**config.mk**
```make
export PLATFORM = sky130hd
export DESIGN_NAME = ft_wr_master
export DESIGN_NICKNAME = d
export VERILOG_FILES = /design/src/rtl/ft_wr_master.sv
export SDC_FILE = /design/constraint.sdc
export NUM_CORES = 1
export LEC_CHECK = 0
export CORE_MARGIN = 5
export CORE_UTILIZATION = 40
export CTS_CLUSTER_DIAMETER = 50
export CTS_CLUSTER_SIZE = 25
export DETAILED_ROUTE_END_ITERATION = 8
export GPL_TIMING_DRIVEN = 0
export PLACE_DENSITY = 0.67
export SETUP_SLACK_MARGIN = 0.2
export SKIP_CTS_REPAIR_TIMING = 1
export SYNTH_ARGS = -nofsm -noshare
export SYNTH_HDL_FRONTEND = slang
export SYNTH_SLANG_ARGS = --single-unit
export TNS_END_PERCENT = 100
```
**constraint.sdc**
```tcl
create_clock -name iCLK -period 1.8 [get_ports iCLK]
set_input_delay 0.27 -clock iCLK [delete_from_list [all_inputs] [get_ports iCLK]]
set_output_delay 0.27 -clock iCLK [all_outputs]
set_load 0.02 [all_outputs]
```
**src/rtl/ft_wr_master.sv**
```systemverilog
// FTDI synchronous-FIFO write master: user words are buffered in a 2-entry FIFO
// and streamed to the FTDI in WR_N-low bursts of at most MAX_BURST words.
module ft_wr_master #(
   parameter int D_BIT     = 32,
   parameter int BE_BIT    = 4,
   parameter int MAX_BURST = 256
) (
   input  logic              iCLK,
   input  logic              iRESET_N,
   input  logic [D_BIT-1:0]  iDATA,
   input  logic [BE_BIT-1:0] iBE,
   input  logic              iVALID,
   output logic              oREADY,
   input  logic              iTXE_N,
   output logic              oWR_N,
   output logic [D_BIT-1:0]  oDATA,
   output logic [BE_BIT-1:0] oBE,
   output logic              oDATA_OE,
   output logic              oBURST_DONE,
   output logic [15:0]       oWORD_CNT
);

   localparam int              BC_W       = $clog2(MAX_BURST + 1);
   localparam logic [BC_W-1:0] BURST_LAST = BC_W'(MAX_BURST - 1);

   typedef enum logic [1:0] {IDLE, SETUP, WRITE, END} state_t;

   state_t                 state_q, state_d;
   logic [1:0][D_BIT-1:0]  data_q, data_d;
   logic [1:0][BE_BIT-1:0] be_q, be_d;
   logic                   wr_ptr_q, wr_ptr_d;
   logic                   rd_ptr_q, rd_ptr_d;
   logic [1:0]             count_q, count_d;
   logic                   rdy_en_q, rdy_en_d;
   logic [BC_W-1:0]        burst_q, burst_d;
   logic [15:0]            word_cnt_q, word_cnt_d;
   logic                   push, pop;

   // oREADY stays low until the first edge after reset release
   assign oREADY    = rdy_en_q && (count_q < 2'd2);
   assign oDATA     = data_q[rd_ptr_q];
   assign oBE       = be_q[rd_ptr_q];
   assign oWORD_CNT = word_cnt_q;

   assign push = iVALID && oREADY;
   assign pop  = (state_q == WRITE) && !iTXE_N;

   always_comb begin
      state_d     = state_q;
      data_d      = data_q;
      be_d        = be_q;
      wr_ptr_d    = wr_ptr_q;
      rd_ptr_d    = rd_ptr_q;
      count_d     = count_q;
      rdy_en_d    = 1'b1;
      burst_d     = burst_q;
      word_cnt_d  = word_cnt_q;
      oWR_N       = 1'b1;
      oDATA_OE    = 1'b0;
      oBURST_DONE = 1'b0;

      if (push) begin
         data_d[wr_ptr_q] = iDATA;
         be_d[wr_ptr_q]   = iBE;
         wr_ptr_d         = ~wr_ptr_q;
      end
      if (pop) begin
         rd_ptr_d   = ~rd_ptr_q;
         word_cnt_d = word_cnt_q + 16'd1;
      end
      if (push && !pop) begin
         count_d = count_q + 2'd1;
      end else if (pop && !push) begin
         count_d = count_q - 2'd1;
      end

      case (state_q)
         IDLE: begin
            if ((count_q != 2'd0) && !iTXE_N) begin
               state_d = SETUP;
            end
         end
         SETUP: begin
            oDATA_OE = 1'b1;
            state_d  = WRITE;
         end
         WRITE: begin
            oDATA_OE = 1'b1;
            oWR_N    = 1'b0;
            if (pop) begin
               burst_d = burst_q + 1'b1;
            end
            // Leave on FTDI back-pressure, on draining the FIFO, or at a full burst
            if (iTXE_N || (pop && !push && (count_q == 2'd1)) ||
                (pop && (burst_q == BURST_LAST))) begin
               state_d = END;
            end
         end
         END: begin
            oDATA_OE    = 1'b1;
            oBURST_DONE = 1'b1;
            burst_d     = '0;
            state_d     = IDLE;
         end
         default: begin
            state_d = IDLE;
         end
      endcase
   end

   always_ff @(posedge iCLK or negedge iRESET_N) begin
      if (!iRESET_N) begin
         state_q    <= IDLE;
         data_q     <= '0;
         be_q       <= '0;
         wr_ptr_q   <= 1'b0;
         rd_ptr_q   <= 1'b0;
         count_q    <= 2'd0;
         rdy_en_q   <= 1'b0;
         burst_q    <= '0;
         word_cnt_q <= 16'd0;
      end else begin
         state_q    <= state_d;
         data_q     <= data_d;
         be_q       <= be_d;
         wr_ptr_q   <= wr_ptr_d;
         rd_ptr_q   <= rd_ptr_d;
         count_q    <= count_d;
         rdy_en_q   <= rdy_en_d;
         burst_q    <= burst_d;
         word_cnt_q <= word_cnt_d;
      end
   end

endmodule

```
==> results.txt, run 1 <==
The run finished, with violations left. The final reports fail on hold timing. The starting DRC count in detailed routing is 87. The cell family with the largest share of critical-path delay is buffers and inverters. The via count came out at 3141. Setup repair after global routing could not meet its margin everywhere.

After detailed routing, the number of remaining DRC violations is 0. The fraction of the yosys area taken by sequential cells came out at a little under three fifths. The top fanout value on the critical path is 10.

Of all flip-flops after synthesis, the portion carrying an async set or reset was 100%. The number of flip-flops and latches in the synthesized netlist is around 100. For the worst flop-to-flop path, the logic depth is 10. The tightest min-delay check is of the in2async type. The power per cell area is roughly 1700 nW/um2. The total nets after synthesis came out at slightly below 400. The number of filler instances in the final layout came out at ~940. The worst slew margin relative to its limit came out at roughly half. The post-synthesis compound-gate area fraction came out at under 10%. The max-slew violation count is 0. At the end of routability-driven placement, the weighted congestion stood at about 0.75. The number of warnings issued by yosys came out at 0. The all-layer global routing usage is between 10 and 15%. The area share of the largest cell type after synthesis came out at between 50 and 60%. The count of H-tree levels built during CTS is 3.

The layout-stage area growth over the synthesis result is 45.0%. The global-route wire length before repair is around 16000 um. The startpoint of the worst setup timing path is rd_ptr_q. The highest-utilization routing layer at the global route stage is met2. The post-detailed-placement half-perimeter wirelength is 6830 um. The clock sink total is ~100. The total congestion overflow came out at 0. The flip-flop and latch area is approximately 2600 um2.

For this run, the top clock speed supported by timing is ~560 MHz. The arrival time of the worst setup path is 1520 ps. Setup violations remaining at the end of the flow were counted as 0. The post-route clock period utilization came out at roughly 99%. The number of placement rows came out at 39. Yosys mapped a number of flops with a built-in enable equal to 0. The number of antenna diodes is 0. Entering global routing, the biggest net connects between 50 and 60 pins. The count of distinct cell types in the synthesized netlist came out at 35. The number of instances in the synthesized netlist is approximately 340. The initial standard-cell utilization of the core came out at between 40% and 50%. The tree is rooted in a sky130_fd_sc_hd__clkbuf_16.

In the final routed layout, each cell accounts on average for roughly 17 um. The worst-margin pin slew came out at about 730 ps. Sorting the synthesized cells by area gives the leading types as sky130_fd_sc_hd__dfrtp_1 55%, sky130_fd_sc_hd__mux2_2 26%, sky130_fd_sc_hd__xnor2_1 3.7%. The via count of the first global-routing pass is around 3200.

The share of synthesized area spent on multiplexers is 25.8%. The worst path required time is 1530 ps. After routing, the total negative slack on setup checks comes to 0 ps. The critical path goes through buf_12, buf_8, mux2_2, clkbuf_2. The net count reported at finish is 531. The logic depth of the worst setup path including buffers is 4.

The initial antenna violation count came out at 0. Summed over all instances, the cell type with the most area after synthesis is sky130_fd_sc_hd__dfrtp_1. The synthesized area per cell is ~14 um2.

For this run, the slowest stage of the critical path takes approximately 370 ps. The number of hold violations in the final report is 13. The worst-case IR drop observed on VDD is between 700 and 800 uV. The static leakage is 0.00328 uW.

The dominant combinational cell family by area after synthesis is multiplexers. The worst-path cell with the longest stage delay is sky130_fd_sc_hd__dfrtp_1. TritonCTS built the clock tree. The tool flagged a number of max-cap violations equal to 0. The area inside the core boundary is around 12000 um2. The final hold slack came out at -32.3 ps. The number of detailed-route iterations in the first pass came out at 3.

After Yosys synthesis, and, or, nand and nor cells account for a little over 7% of the synthesized area. The number of top-level pins came out at 96. The critical path capture point type is an output pin. STA classifies the critical path startpoint as a flip-flop. The netlist area before placement is between 4000 and 5000 um2.

The number of nets still failing antenna checks after routing is 0. The post-synthesis xor/xnor area fraction came out at under 10%. The minimum clock period after layout is 1790 ps. The commonest register cell after synthesis is sky130_fd_sc_hd__dfrtp_1. The area of the multi-input gates came out at around 2300 um2. In this run the register-to-register setup slack is approximately 120 ps.

The global routing met2 resource utilization came out at a little under a quarter. Cells fill approximately 60% of the core in the end. The floorplan step defined a die boundary enclosing between 10000 and 15000 um2. The mean number of vias per cell is 4.99. Counting the buffers created by CTS gives 9.

The layout cell share with drive strength beyond 1 came out at 50.0%. The horizontal die dimension came out at 119 um. The critical path is of the reg2out type. The total buffers and inverters traversed by the critical path came out at 3. The quantity of I/O buffers inserted on ports is 95. The clock-pin slew on the worst setup and hold paths came out at 70 ps. The overall die height came out at between 100 and 150 um. The global routing met3 resource utilization came out at under 10%. The startpoint identified for the worst register-to-register timing path is state_q[0]. The maximum buffer depth of the clock tree came out at 2. The global routing met1 resource utilization is 17.9%. The aggregate routed wire length came out at approximately 11000 um. The fraction of the mapped netlist area in adder cells came out at approximately 2.6%. The destination of the critical timing path is oDATA[22]. The setup skew after layout came out at between 6 and 7 ps. The worst-skew pair later-pin latency came out at between 300 and 400 ps. The end of the worst register-to-register path is state_q[0].
-- final cells by class --
class                      instances  share of cell area, %
timing repair buffer             126                   17.7
buffer                            12                   2.48
inverter                          10                  0.822
sequential                       104                   38.0
tap                              143                   2.61
clock buffer                      10                   3.34
multi-input combinational        218                   34.0
clock inverter                     6                   1.00
-- synth_stat cells (2+ instances only) --
library cell and count:
sky130_fd_sc_hd__a21oi_1 6, sky130_fd_sc_hd__and2_2 2, sky130_fd_sc_hd__buf_2 4, sky130_fd_sc_hd__buf_6 7
sky130_fd_sc_hd__dfrtp_1 104, sky130_fd_sc_hd__ha_1 10, sky130_fd_sc_hd__inv_1 8, sky130_fd_sc_hd__inv_2 2
sky130_fd_sc_hd__mux2_2 107, sky130_fd_sc_hd__nand2_1 15, sky130_fd_sc_hd__nand3_1 4, sky130_fd_sc_hd__nand4_1 7
sky130_fd_sc_hd__nor2_1 13, sky130_fd_sc_hd__nor2_2 2, sky130_fd_sc_hd__nor2b_1 2, sky130_fd_sc_hd__nor3_1 2
sky130_fd_sc_hd__nor4_1 4, sky130_fd_sc_hd__o21ai_0 3, sky130_fd_sc_hd__o2bb2ai_1 3, sky130_fd_sc_hd__xnor2_1 20
sky130_fd_sc_hd__xor2_1 4
-- report_power, final --
group	switching [uW]	internal, uW	leakage, uW
Clock	874	1090	0.000143
Sequential	601	3310	0.00128
Combinational	2680	3230	0.00186
Total	4160	7630	0.00328
-- registers in the layout, summed over array words and instances (netlist names) --
register	count
data_q	64
oWORD_CNT	16
burst_q	9
be_q	8
count_q	2
state_q	2
rd_ptr_q	1
rdy_en_q	1
wr_ptr_q	1
-- routing by layer --
layer | share of wire [%] | vias to the layer above | wire length (um)
met3 | 2.7 | 20 | 291
met2 | 51 | 55 | 5430
met5 | 0 | - | 0
met4 | 2.1 | 0 | 224
met1 | 44 | 1584 | 4770
li1 | - | 1482 | -
-- worst min path at each step --
| stage | start | end | slack [ps] |
|---|---|---|---|
| 2_1_floorplan | iRESET_N | be_q[0] | -30 |
| 3_3_place_gp | oWORD_CNT[15] | oWORD_CNT[15] | 470 |
| 3_5_place_dp | iRESET_N | state_q[1] | 380 |
| 4_1_cts | iRESET_N | state_q[1] | 10 |
| 5_1_grt | iRESET_N | oWORD_CNT[0] | 40 |
| 6_report | iRESET_N | oWORD_CNT[0] | -30 |
-- worst register-to-register path, stage by stage (launching register included) --
cell and delay [ps]:
sky130_fd_sc_hd__dfrtp_1 400, sky130_fd_sc_hd__inv_2 80, sky130_fd_sc_hd__ha_4 170, sky130_fd_sc_hd__or2b_1 240
sky130_fd_sc_hd__buf_6 140, sky130_fd_sc_hd__inv_8 50, sky130_fd_sc_hd__ha_4 110, sky130_fd_sc_hd__a21oi_2 50
sky130_fd_sc_hd__a21oi_2 170, sky130_fd_sc_hd__nor2_1 70, sky130_fd_sc_hd__a21oi_1 110
-- stage by stage --
step	std cells	worst slack [ps]	area [um2]	total power [uW]
6_report	629	9.58	6850	11800
5_1_grt	629	-47.3	6850	12500
4_1_cts	598	-997	6230	11200
3_5_place_dp	582	-613	5930	9190
3_3_place_gp	581	-3540	5910	9040
2_1_floorplan	343	195	4780	7100
-- kinds of logic after synthesis --
logic type	Yosys count
muxes	108
DFF	104
and+or+nand+nor	60
xor gates and xnor gates	24
buffers and inverters	22
AOI/OAI and AO/OA	14
adders and majority gates	10
other	1
-- placed cells by master, fill, tap and decap left out, types with 11 or more instances in the layout --
| master | count |
|---|---|
| sky130_fd_sc_hd__dfrtp_1 | 102 |
| sky130_fd_sc_hd__clkbuf_2 | 18 |
| sky130_fd_sc_hd__mux2_4 | 37 |
| sky130_fd_sc_hd__nand2_1 | 15 |
| sky130_fd_sc_hd__buf_6 | 20 |
| sky130_fd_sc_hd__clkdlybuf4s50_1 | 38 |
| sky130_fd_sc_hd__dlymetal6s2s_1 | 17 |
| sky130_fd_sc_hd__xnor2_1 | 19 |
| sky130_fd_sc_hd__buf_4 | 20 |
| sky130_fd_sc_hd__buf_2 | 11 |
| sky130_fd_sc_hd__nor2_1 | 11 |
| sky130_fd_sc_hd__clkbuf_16 | 12 |
| sky130_fd_sc_hd__mux2_2 | 71 |
No activity file was read; power rests on OpenSTA's default activity.
==> run 2: changes to the inputs <==
- REMOVE_ABC_BUFFERS: unset -> 1
==> run 2 against run 1 <==
Effect of this change: the flow now finishes without violations; clock skew up 4.1 ps; maximum frequency up 0.65%; final area down 1.4%; clock power up 5%; register-to-register slack better by 40 ps; core utilization down 0.81 points; non-clock buffer count down 12; total power down 0.66%; final cell count down 1.9%; global-route usage down 0.30 points; critical path type unchanged.
==> results.txt, run 2 (synthesized netlist as in run 1, its figures left out) <==
The worst-margin pin slew is between 500 and 600 ps. The post-detailed-placement half-perimeter wirelength came out at 6470 um. The register with the most flip-flops in the final layout is data_q. The clock period could shrink to 1780 ps. The part of the total power dissipated in combinational logic is 48.6%. The via count of the first global-routing pass was approximately 3200. The static leakage came out at ~0.0032 uW. The worst setup path is of the reg2out kind. The post-route netlist has 48.7% of its cells at a drive strength greater than 1. In this run the number of cells on the critical path is 3. The largest single stage delay on the critical path is roughly 430 ps. Of the available clock period, the critical path in the final layout requires between 90% and 100%.

0 antenna diodes ended up in the layout. Using the TritonRoute via totals, the vias-per-cell ratio works out to between 5 and 6. The max-slew violation count is 0. The utilization after layout came out at about three fifths. The clock-pin slew on the worst setup and hold paths is 70 ps. The count of H-tree levels built during CTS is 3. The clock tree from TritonCTS is yes. The horizontal die dimension came out at around 120 um. The aggregate routed wire length is around 11000 um. Static timing analysis puts the maximum clock frequency at between 500 and 600 MHz. The switching portion of total power came out at a little over a third.

The all-layer global routing usage is a little over an eighth. The slack of the critical path is between 20 and 25 ps. Across all layers, the routed design uses around 3100 vias. The total of max-cap violations is 0. The total power is around 12000 uW. The library cells used most frequently in the layout, excluding fill and tap cells, are 100 x sky130_fd_sc_hd__dfrtp_1, 72 x sky130_fd_sc_hd__mux2_2, 38 x sky130_fd_sc_hd__clkdlybuf4s50_1, 38 x sky130_fd_sc_hd__buf_4, 36 x sky130_fd_sc_hd__mux2_4. The detailed router put a total of around 5000 um of wire on met1. The critical path capture point type is an output pin. In this run the critical register-to-register path is captured at data_q[24]. The number of hold violations in the final report came out at 0. The final estimated routing congestion in global placement came out at 0.790. Together, buffers and inverters on the worst path number 2. The flow ran to the end, and the final reports show no timing, DRC or antenna violations. The most common cell after layout, fill and taps aside is sky130_fd_sc_hd__dfrtp_1. The first global-routing pass estimated ~16000 um of wire. The DRC violation count after routing is 0.

The worst setup path is launched from a flip-flop. The quantity of I/O buffers inserted on ports came out at between 90 and 100. Clock latency on the worst-skew pair, taken at its later pin, is about 340 ps. The setup skew after layout came out at around 11 ps.

The cell-internal power is 7600 uW. The maximum resistive drop on vdd came out at ~790 uV. The maximum buffer depth of the clock tree is 2. The worst path required time came out at approximately 1500 ps.

The number of placement rows came out at 39. The power share of the sequential group is between 30 and 40%. The register-to-register path setup slack came out at 160 ps. Setup violations remaining at the end of the flow were counted as 0. The number of nets still failing antenna checks after routing is 0. The net count reported at finish came out at 519.

The met2 wire length came out at roughly 5600 um. The initial antenna violation count came out at 0. Power spread over the standard cell area amounts to 1730 nW/um2.

The worst slew margin relative to its limit came out at a little under two thirds. In the final routed layout, each cell accounts on average for 18.1 um. The power share of the clock group came out at 17.6%. The initial standard-cell utilization of the core is around 41%.

On the critical path, the stage with the largest delay is an instance of sky130_fd_sc_hd__dfrtp_2. The arrival time of the worst setup path is 1510 ps. The number of buffers inserted during clock tree synthesis came out at 9. The layout-stage area growth over the synthesis result is 43.1%. The clock net in this run drives a total of roughly 100 sinks. The uppermost layer routed is met4. The top fanout value on the critical path is 16.

The area inside the core boundary is between 10000 and 15000 um2. In this run the vertical extent of the chip is around 120 um. The floorplan step defined a die boundary enclosing approximately 14000 um2. The register with the most flip-flops in the layout has 64 of them.

The critical path goes through clkbuf_16, mux2_2, clkbuf_2. The largest net degree at the start of global routing is 65. The total congestion overflow came out at 0. In this run the critical register-to-register path is launched from count_q[1]. The cell family with the largest share of critical-path delay is flip-flops.

The starting DRC count in detailed routing came out at roughly 170. In this run the worst hold path is classified as in2async. Setup repair after global routing could not meet its margin everywhere.

In this run the power spent charging and discharging nets is between 4000 and 5000 uW. 96 I/O pins were placed. The number of detailed-route iterations in the first pass is 4.

The length of routed met3 wiring is ~360 um. Before CTS, the worst setup slack after placement is -395 ps. The root cell of the clock tree is sky130_fd_sc_hd__clkbuf_16.

For the worst flop-to-flop path, the logic depth is 6.
[run 2: cell count changes in the layout (fill, tap and decap cells not counted), moves of 3 or more]
cell	previous run	this run
sky130_fd_sc_hd__buf_4	20	38
sky130_fd_sc_hd__clkbuf_8	0	3
sky130_fd_sc_hd__buf_8	7	0
sky130_fd_sc_hd__clkbuf_2	18	7
sky130_fd_sc_hd__buf_6	20	5
[run 2: how the worst max path moves through the flow]
| stage | to | from |
|---|---|---|
| finish | oDATA[27] | rd_ptr_q |
| CTS | oBE[0] | rd_ptr_q |
| detailed placement | data_q[49] | iVALID |
| global route | oBE[2] | rd_ptr_q |
| floorplan | be_q[0] | count_q[1] |
| global placement | data_q[30] | iRESET_N |
[run 2: area by class of cell]
type / instances / area, um2
multi-input cells: 218 / 2340
clock inverters: 4 / 51.3
repair buffers: 126 / 1250
clock buffers: 12 / 267
well taps: 143 / 179
flip-flops and latches: 104 / 2610
fillers: 938 / 4760
inverters: 10 / 52.6
[run 2: power by group through the flow]
stage / clock [uW] / combinational [uW] / sequential (uW)
after floorplan: 0 / 3020 / 3910
after global placement: 0 / 4860 / 4010
after detailed placement: 0 / 5130 / 3930
after CTS: 2110 / 5160 / 3890
after global routing: 2210 / 6110 / 4100
final: 2060 / 5690 / 3960
[run 2: worst reg2reg max path, delay by kind of cell (launching register included)]
family	cells	cell delay, ps
and+or+nand+nor	3	570
buffers and inverters	2	270
DFF	1	390
muxes	1	300
[run 2: metal layers]
layer / GRT usage [%] / vias up
met5: 0 / -
li1: - / 1449
met2: 24.1 / 65
met3: 2.67 / 14
met1: 16.2 / 1587
met4: 6.30 / 0
[run 2: through the flow]
stage	setup TNS, ps	hold WS (ps)	cell area (um2)	instances
floorplan	-5020	-25.6	4620	331
global placement	-412000	459	5750	569
detailed placement	-28520	300	5800	571
CTS	-31470	-72.5	6110	587
global route	-444	493	6760	617
finish	0	460	6760	617
